<file path="src/rtl/alu_ctrl_stage.sv">
// ALU control stage: decodes ALUOp/funct into the EX-stage ALU operation code
// and buffers decoded entries in a 2-entry registered skid buffer with flush.
module alu_ctrl_stage #(
  parameter int unsigned FUNCT_W = 6,
  parameter int unsigned OP_W    = 4
) (
  input  logic               clk_i,
  input  logic               rst_i,
  input  logic               flush_i,
  input  logic               in_valid_i,
  output logic               in_ready_o,
  input  logic [1:0]         alu_op_i,
  input  logic [FUNCT_W-1:0] funct_i,
  output logic               out_valid_o,
  input  logic               out_ready_i,
  output logic [OP_W-1:0]    alu_operation_o,
  output logic               ovf_en_o,
  output logic               illegal_o
);

  localparam logic [OP_W-1:0] OP_AND = OP_W'(4'b0000);
  localparam logic [OP_W-1:0] OP_OR  = OP_W'(4'b0001);
  localparam logic [OP_W-1:0] OP_ADD = OP_W'(4'b0010);
  localparam logic [OP_W-1:0] OP_SUB = OP_W'(4'b0110);
  localparam logic [OP_W-1:0] OP_SLT = OP_W'(4'b0111);
  localparam logic [OP_W-1:0] OP_NOR = OP_W'(4'b1100);

  localparam logic [FUNCT_W-1:0] FN_ADD  = FUNCT_W'(6'b100000);
  localparam logic [FUNCT_W-1:0] FN_ADDU = FUNCT_W'(6'b100001);
  localparam logic [FUNCT_W-1:0] FN_SUB  = FUNCT_W'(6'b100010);
  localparam logic [FUNCT_W-1:0] FN_SUBU = FUNCT_W'(6'b100011);
  localparam logic [FUNCT_W-1:0] FN_AND  = FUNCT_W'(6'b100100);
  localparam logic [FUNCT_W-1:0] FN_OR   = FUNCT_W'(6'b100101);
  localparam logic [FUNCT_W-1:0] FN_NOR  = FUNCT_W'(6'b100111);
  localparam logic [FUNCT_W-1:0] FN_SLT  = FUNCT_W'(6'b101010);

  typedef struct packed {
    logic [OP_W-1:0] op;
    logic            ovf_en;
    logic            illegal;
  } entry_t;

  entry_t dec_c;
  entry_t out_q;
  entry_t skid_q;
  logic   out_valid_q;
  logic   skid_valid_q;
  logic   in_ready_q;
  logic   accept_c;
  logic   drain_c;

  // Input-side decode of ALUOp and funct.
  always_comb begin
    dec_c = '{op: OP_ADD, ovf_en: 1'b0, illegal: 1'b0};
    unique case (alu_op_i)
      2'b00: dec_c = '{op: OP_ADD, ovf_en: 1'b1, illegal: 1'b0};
      2'b01: dec_c = '{op: OP_SUB, ovf_en: 1'b0, illegal: 1'b0};
      2'b11: dec_c = '{op: OP_SLT, ovf_en: 1'b0, illegal: 1'b0};
      default: begin
        unique case (funct_i)
          FN_ADD:  dec_c = '{op: OP_ADD, ovf_en: 1'b1, illegal: 1'b0};
          FN_ADDU: dec_c = '{op: OP_ADD, ovf_en: 1'b0, illegal: 1'b0};
          FN_SUB:  dec_c = '{op: OP_SUB, ovf_en: 1'b1, illegal: 1'b0};
          FN_SUBU: dec_c = '{op: OP_SUB, ovf_en: 1'b0, illegal: 1'b0};
          FN_AND:  dec_c = '{op: OP_AND, ovf_en: 1'b0, illegal: 1'b0};
          FN_OR:   dec_c = '{op: OP_OR,  ovf_en: 1'b0, illegal: 1'b0};
          FN_NOR:  dec_c = '{op: OP_NOR, ovf_en: 1'b0, illegal: 1'b0};
          FN_SLT:  dec_c = '{op: OP_SLT, ovf_en: 1'b0, illegal: 1'b0};
          default: dec_c = '{op: OP_ADD, ovf_en: 1'b0, illegal: 1'b1};
        endcase
      end
    endcase
  end

  assign accept_c = in_valid_i && in_ready_q;
  assign drain_c  = out_valid_q && out_ready_i;

  // Skid buffer: OUT always holds the oldest entry, SKID the younger one.
  always_ff @(posedge clk_i) begin
    if (rst_i) begin
      out_q        <= '0;
      skid_q       <= '0;
      out_valid_q  <= 1'b0;
      skid_valid_q <= 1'b0;
      in_ready_q   <= 1'b1;
    end else if (flush_i) begin
      out_valid_q  <= 1'b0;
      skid_valid_q <= 1'b0;
      in_ready_q   <= 1'b1;
    end else if (!out_valid_q || drain_c) begin
      if (skid_valid_q) begin
        out_q        <= skid_q;
        out_valid_q  <= 1'b1;
        skid_valid_q <= accept_c;
        in_ready_q   <= !accept_c;
        if (accept_c) begin
          skid_q <= dec_c;
        end
      end else begin
        out_valid_q <= accept_c;
        if (accept_c) begin
          out_q <= dec_c;
        end
      end
    end else if (accept_c) begin
      skid_q       <= dec_c;
      skid_valid_q <= 1'b1;
      in_ready_q   <= 1'b0;
    end
  end

  assign in_ready_o      = in_ready_q;
  assign out_valid_o     = out_valid_q;
  assign alu_operation_o = out_q.op;
  assign ovf_en_o        = out_q.ovf_en;
  assign illegal_o       = out_q.illegal;

endmodule

</file>
<file path="config.mk">
export PLATFORM = sky130hd
export DESIGN_NAME = alu_ctrl_stage
export DESIGN_NICKNAME = d
export VERILOG_FILES = /design/src/rtl/alu_ctrl_stage.sv
export SDC_FILE = /design/constraint.sdc
export NUM_CORES = 1
export LEC_CHECK = 0
export BUFFER_PORTS_ARGS = -buffer_cell sky130_fd_sc_hd__buf_4
export CAP_MARGIN = 20
export CORE_MARGIN = 2
export CORE_UTILIZATION = 54
export DETAILED_ROUTE_END_ITERATION = 8
export PLACE_DENSITY = 0.81
export SYNTH_ARGS = -nofsm -noshare
export SYNTH_HDL_FRONTEND = slang
export SYNTH_SLANG_ARGS = --single-unit
</file>
<file path="constraint.sdc">
create_clock -name clk_i -period 2.6 [get_ports clk_i]
set_input_delay 0.52 -clock clk_i [delete_from_list [all_inputs] [get_ports clk_i]]
set_output_delay 0.52 -clock clk_i [all_outputs]
set_load 0.03 [all_outputs]
</file>
# --- Word-level counts from Yosys, hierarchy flattened ---
# Cells that the tools add are included.
word_totals:
  regBits: 15
  latchBits: 0
  wordCells: 47
  output_inout_bits: 8
  mem_count: 0
  mem_bits_rw: 0
  rom_bits: 0
  inputBits: 13
op_classes:
  bitwise_logic: 1
  div_mod_pow: 0
  eq_ne: 11
  muxes: 14
  add_sub_neg: 0
  n_reduce_logical: 12
  n_lt_le_gt_ge: 0
  n_mul: 0
  shift: 0
ops:
  columns: ["cell", "count"]
  rows:
  - ["6-bit equality test, second input constant", 8]
  - ["6-bit case mux with 8 select lines", 1]
  - ["6-bit two-way mux", 5]
  - ["6-bit case mux with 3 select lines", 1]
  - ["1-bit two-way mux", 7]
  - ["2-bit AND reduction", 2]
  - ["2-bit nonzero test", 2]
  - ["3-bit AND reduction", 1]
  - ["2-bit by 1-bit equality test with 1-bit output, second input constant", 1]
  - ["2-bit equality test, second input constant", 1]
  - ["1-bit logical AND", 2]
  - ["1-bit logical NOT", 2]
  - ["2-bit logical NOT", 1]
  - ["2-bit inequality test, second input constant", 1]
  - ["2-bit OR reduction", 1]
  - ["1-bit logical OR", 1]
  - ["1-bit inverter", 1]

# --- Longest topological paths before layout ---
logic_depth:
  depth_word: 6
  ltp_mapped: 6
  depth_no_buf: 4

# --- Least setup slack after synthesis ---
# OpenSTA, ideal clock, no wires.
synth_path:
  path_kind: "input to register"
  from: "in funct_i[4]"
  to: "reg out_q (netlist bit alu_operation_o[1])"
  t_arrival_ps: 1398
  setup_time_ps: 120
  required_time_ps: 2480
  n_path_buf: 0
  path_slack_ps: 1081
  cell_stages: 4
  cell_sequence: "nand2b_1 or4_4 o211ai_2 o21ai_1"
synth_between:
  elab_chain_len: 5
  word_cells_on_any_way: 12
  classes_between: "eq/ne (8); mux (4)"
synth_lines:
  columns: ["element", "line_no", "text"]
  rows:
  - ["start: declaration", "13", "input logic [FUNCT_W-1:0] funct_i,"]
  - ["6-bit equality test", "60", "unique case (funct_i)"]
  - ["6-bit case mux with 8 select lines (*)", "60", null]
  - ["6-bit case mux with 3 select lines (*)", "55", "unique case (alu_op_i)"]
  - ["6-bit two-way mux (*)", "101", "if (accept_c) begin"]
  - ["6-bit two-way mux (*)", "91", "if (skid_valid_q) begin"]
  - ["end signal: assignment", "92", "out_q <= skid_q;"]
  - ["end: declaration", "44", "entry_t out_q;"]
# Every way passes the cells marked *; elsewhere a longest branch is shown, timed or not. The select of a mux whose other input is x is not followed.
# A chain may end at the register's enable or synchronous reset.

# --- Worst setup path after layout ---
layout_path:
  from: "reg skid_valid_q"
  to: "reg out_q (netlist bit illegal_o)"
layout_between:
  elab_chain_len: 2
  word_cells_on_any_way: 3
  classes_between: "mux (1); reduce/logical (2)"
layout_lines:
  columns: ["element", "line_no", "text"]
  rows:
  - ["start: declaration", "47", "logic skid_valid_q;"]
  - ["start signal: assignment", "94", "skid_valid_q <= accept_c;"]
  - ["2-bit nonzero test (no source line)", null, null]
  - ["3-bit AND reduction (no source line)", null, null]
# Several ways; a longest one is shown, not always the timed one.

==> summary.txt <==
status - finished, final reports clean
XOR/XNOR Fraction of Synth Area - 0%
Antenna Violating Nets Remaining - 0
VDD IR-drop max - 0.377 mV
Post-CTS Repair Setup Buffers - 0
Finished Layout Cells - 125
Synth Area in Adders - 0%
worst r2r path cells - 4
Worst Path Arrival - 1.89 ns
Final Hold Fails - 0
GRT Resource Usage Total - 20.6%
pre-CTS setup slack - 0.870 ns
initial core utilization - 56.0%
Crit. End Element - register
Final min period - 1.68 ns
Power Density - 473 mW/mm^2
Synth top area share - 36.5%
CTS tree - done
switching share of power - 28.8%
slew margin rel. - 62.7%
commonest non-fill, non-tap cell in the layout - buf_4
H-tree depth - 1
Skew-Pair Late Insertion Delay - 0.28 ns
#FFs+latches synth - 15
nets@finish - 123
Startpoint Class - register
CP startpoint - skid_valid_q$_SDFFE_PP0P_
Via density - 5.96
CTS root buf - clkbuf_4
Core Region - 0.00147 sq mm
worst reg2reg setup slack - 0.92 ns
Clk pwr share - 29.0%
worst r2r src - skid_valid_q$_SDFFE_PP0P_
largest family of logic cells by synthesized area - compound AO/OA/AOI/OAI gates
setup violators final - 0
Critical Path End - illegal_o$_SDFFE_PP0P_
CTS buffer count - 3
multiplexer share of the synthesized area - 6.08%
Register Area - 300 sq um
Avg Synthesized Cell Area - 9.15 sq um
max_cap viols - 0
part of the cycle the worst path needs - 64.8%
Buffers & Inverters on Critical Path - 1
Synth area leaders - dfxtp_1 36%, mux2i_1 6.1%, a211oi_4 4.9%
vias in the first global route - 711
Power Total - 0.469 mW
synthesis warning total - 0
setup TNS - 0 ns
Reg-to-Reg End - illegal_o$_SDFFE_PP0P_
vias after detailed routing - 745
critical path depth - 4
WL/cell - 14.1 um
Max Fclk - 594 MHz
Die X - 43.0 um
DP Wirelength - 1.31 mm
first-pass GRT wire length - 2.94 mm
Slew Limit Fails - 0
Logic pwr share - 19.3%
n_diodes - 0
Flop pwr share - 51.7%
sequential area share after synthesis - 36.5%
final WL - 1.77 mm
# fillers - 132
area used by multi-input combinational logic - 472 sq um
most frequent cells in the layout - 20 x buf_4, 15 x dfxtp_1, 6 x nor2_1, 6 x a21oi_1
hold crit path type - register to register
Worst Tran Pin Value - 0.557 ns
area grow syn2layout - 20.4%
clock-pin slew on the worst setup and hold paths - 0.10 ns
dpl cells - 121
compound-cell area share of the yosys netlist - 29.3%
first-pass iteration count of the detailed router - 4
largest net degree at the start of global routing - 18
Critical Path Max Stage Delay - 0.60 ns
Post-Syn Nets - 103
RSZ-0062 raised after global routing - no
CTS Buffer Depth - 2
CP max FO - 12
DRC Markers - 0
Clock Skews - 0.00399 ns
layout cell share with drive strength beyond 1 - 30.3%
Ports - 21
Slowest cell on crit path - dfxtp_1
area leader, netlist - dfxtp_1
final setup margin - 0.916 ns
CP delay by family, top - compound AO/OA/AOI/OAI gates
type of the worst setup path - register to register
Sw Pwr - 0.135 mW
worst hold slack - 0.481 ns
total die area - 0.00185 sq mm
Simple-Gate Fraction of Synth Area - 21.9%
global route overflow - 0
count of cell types in the netlist - 33
I/O Buffers - 20
Mapped Area - 823 sq um
GP Congestion - 0.812
Post-Syn Instances - 90
CP required - 2.80 ns
worst path cell trace - inv_4 > a211oi_4 > nor2_1 > a311oi_1
Post-CTS Hold Buffers - 0
initial antenna violation count - 0
num rows - 14
Starting DRT DRC Count - 7
Int Pwr - 0.334 mW
clock sink count - 15
Die H - 43.0 um
Resize count post-CTS - 0
static leakage - 0.363 nW
[flip-flops by register name (all words and copies together) (netlist names)]
name / flops
skid_q: 6
alu_operation_o: 4
illegal_o: 1
in_ready_o: 1
out_valid_o: 1
ovf_en_o: 1
skid_valid_q: 1
[per-layer routing]
layer  vias up  global-route usage, %  wire length (um)
met5         -                      0                 0
met4         0                   5.45                12
met3         2                   3.83                83
met2        21                   36.4               918
met1       350                   25.6               752
li1        372                      -                 -
[Yosys cell counts (all sizes together)]
master / n
a311oi: 4
clkbuf: 3
nor4: 1
and2b: 1
o21ai: 5
a21oi: 6
o41ai: 1
nand3b: 2
or4: 1
a21o: 2
dfxtp: 15
buf: 2
nand2b: 4
o211ai: 5
a211oi: 4
nor2: 7
nand4bb: 2
inv: 5
nor2b: 3
a211o: 1
a41o: 1
nand3: 4
mux2i: 5
nand2: 6
[cells by family after synthesis]
group,after synthesis
buf+inv,10
flops,15
compound gates,29
mux,5
simple gates,31
[power groups by stage]
stage / Sequential (mW) / Clock, mW / Combinational [mW]
floorplan: 0.261 / 0 / 0.0420
global placement: 0.247 / 0 / 0.0886
detailed placement: 0.248 / 0 / 0.0904
CTS: 0.243 / 0.140 / 0.0909
global route: 0.244 / 0.145 / 0.0977
finish: 0.242 / 0.136 / 0.0906
[worst reg2reg max path, cell delays in order, from the launching register on]
cell and delay (ns):
dfxtp_1 0.60, inv_4 0.14, a211oi_4 0.54, nor2_1 0.08, a311oi_1 0.25
[cell type report]
cell class / instances / area share, %
repair buffers: 20 / 15.2
well taps: 16 / 2.02
clock inverters: 1 / 0.505
clock buffers: 3 / 2.27
inverters: 5 / 2.15
multi-input cells: 65 / 47.6
flip-flops and latches: 15 / 30.3
[metrics by stage]
step / cell area [sq um] / utilization [%]
final: 991 / 67.3
after global routing: 991 / 67.3
after CTS: 991 / 67.3
after detailed placement: 963 / 65.5
after global placement: 963 / 65.5
after floorplan: 823 / -
[worst min path at each step]
| stage | startpoint | to | slack [ns] | cells past startpoint |
|---|---|---|---|---|
| 2_1_floorplan | skid_q[1]$_SDFFE_PP0P_ | skid_q[1]$_SDFFE_PP0P_ | 0.45 | 2 |
| 3_3_place_gp | alu_operation_o[1]$_SDFFE_PP0P_ | alu_operation_o[1]$_SDFFE_PP0P_ | 0.46 | 2 |
| 3_5_place_dp | alu_operation_o[2]$_SDFFE_PP0P_ | alu_operation_o[2]$_SDFFE_PP0P_ | 0.47 | 2 |
| 4_1_cts | flush_i | skid_valid_q$_SDFFE_PP0P_ | 0.48 | 2 |
| 5_1_grt | flush_i | skid_valid_q$_SDFFE_PP0P_ | 0.50 | 2 |
| 6_report | alu_operation_o[1]$_SDFFE_PP0P_ | alu_operation_o[1]$_SDFFE_PP0P_ | 0.48 | 2 |
(Power assumes the default switching activity.)
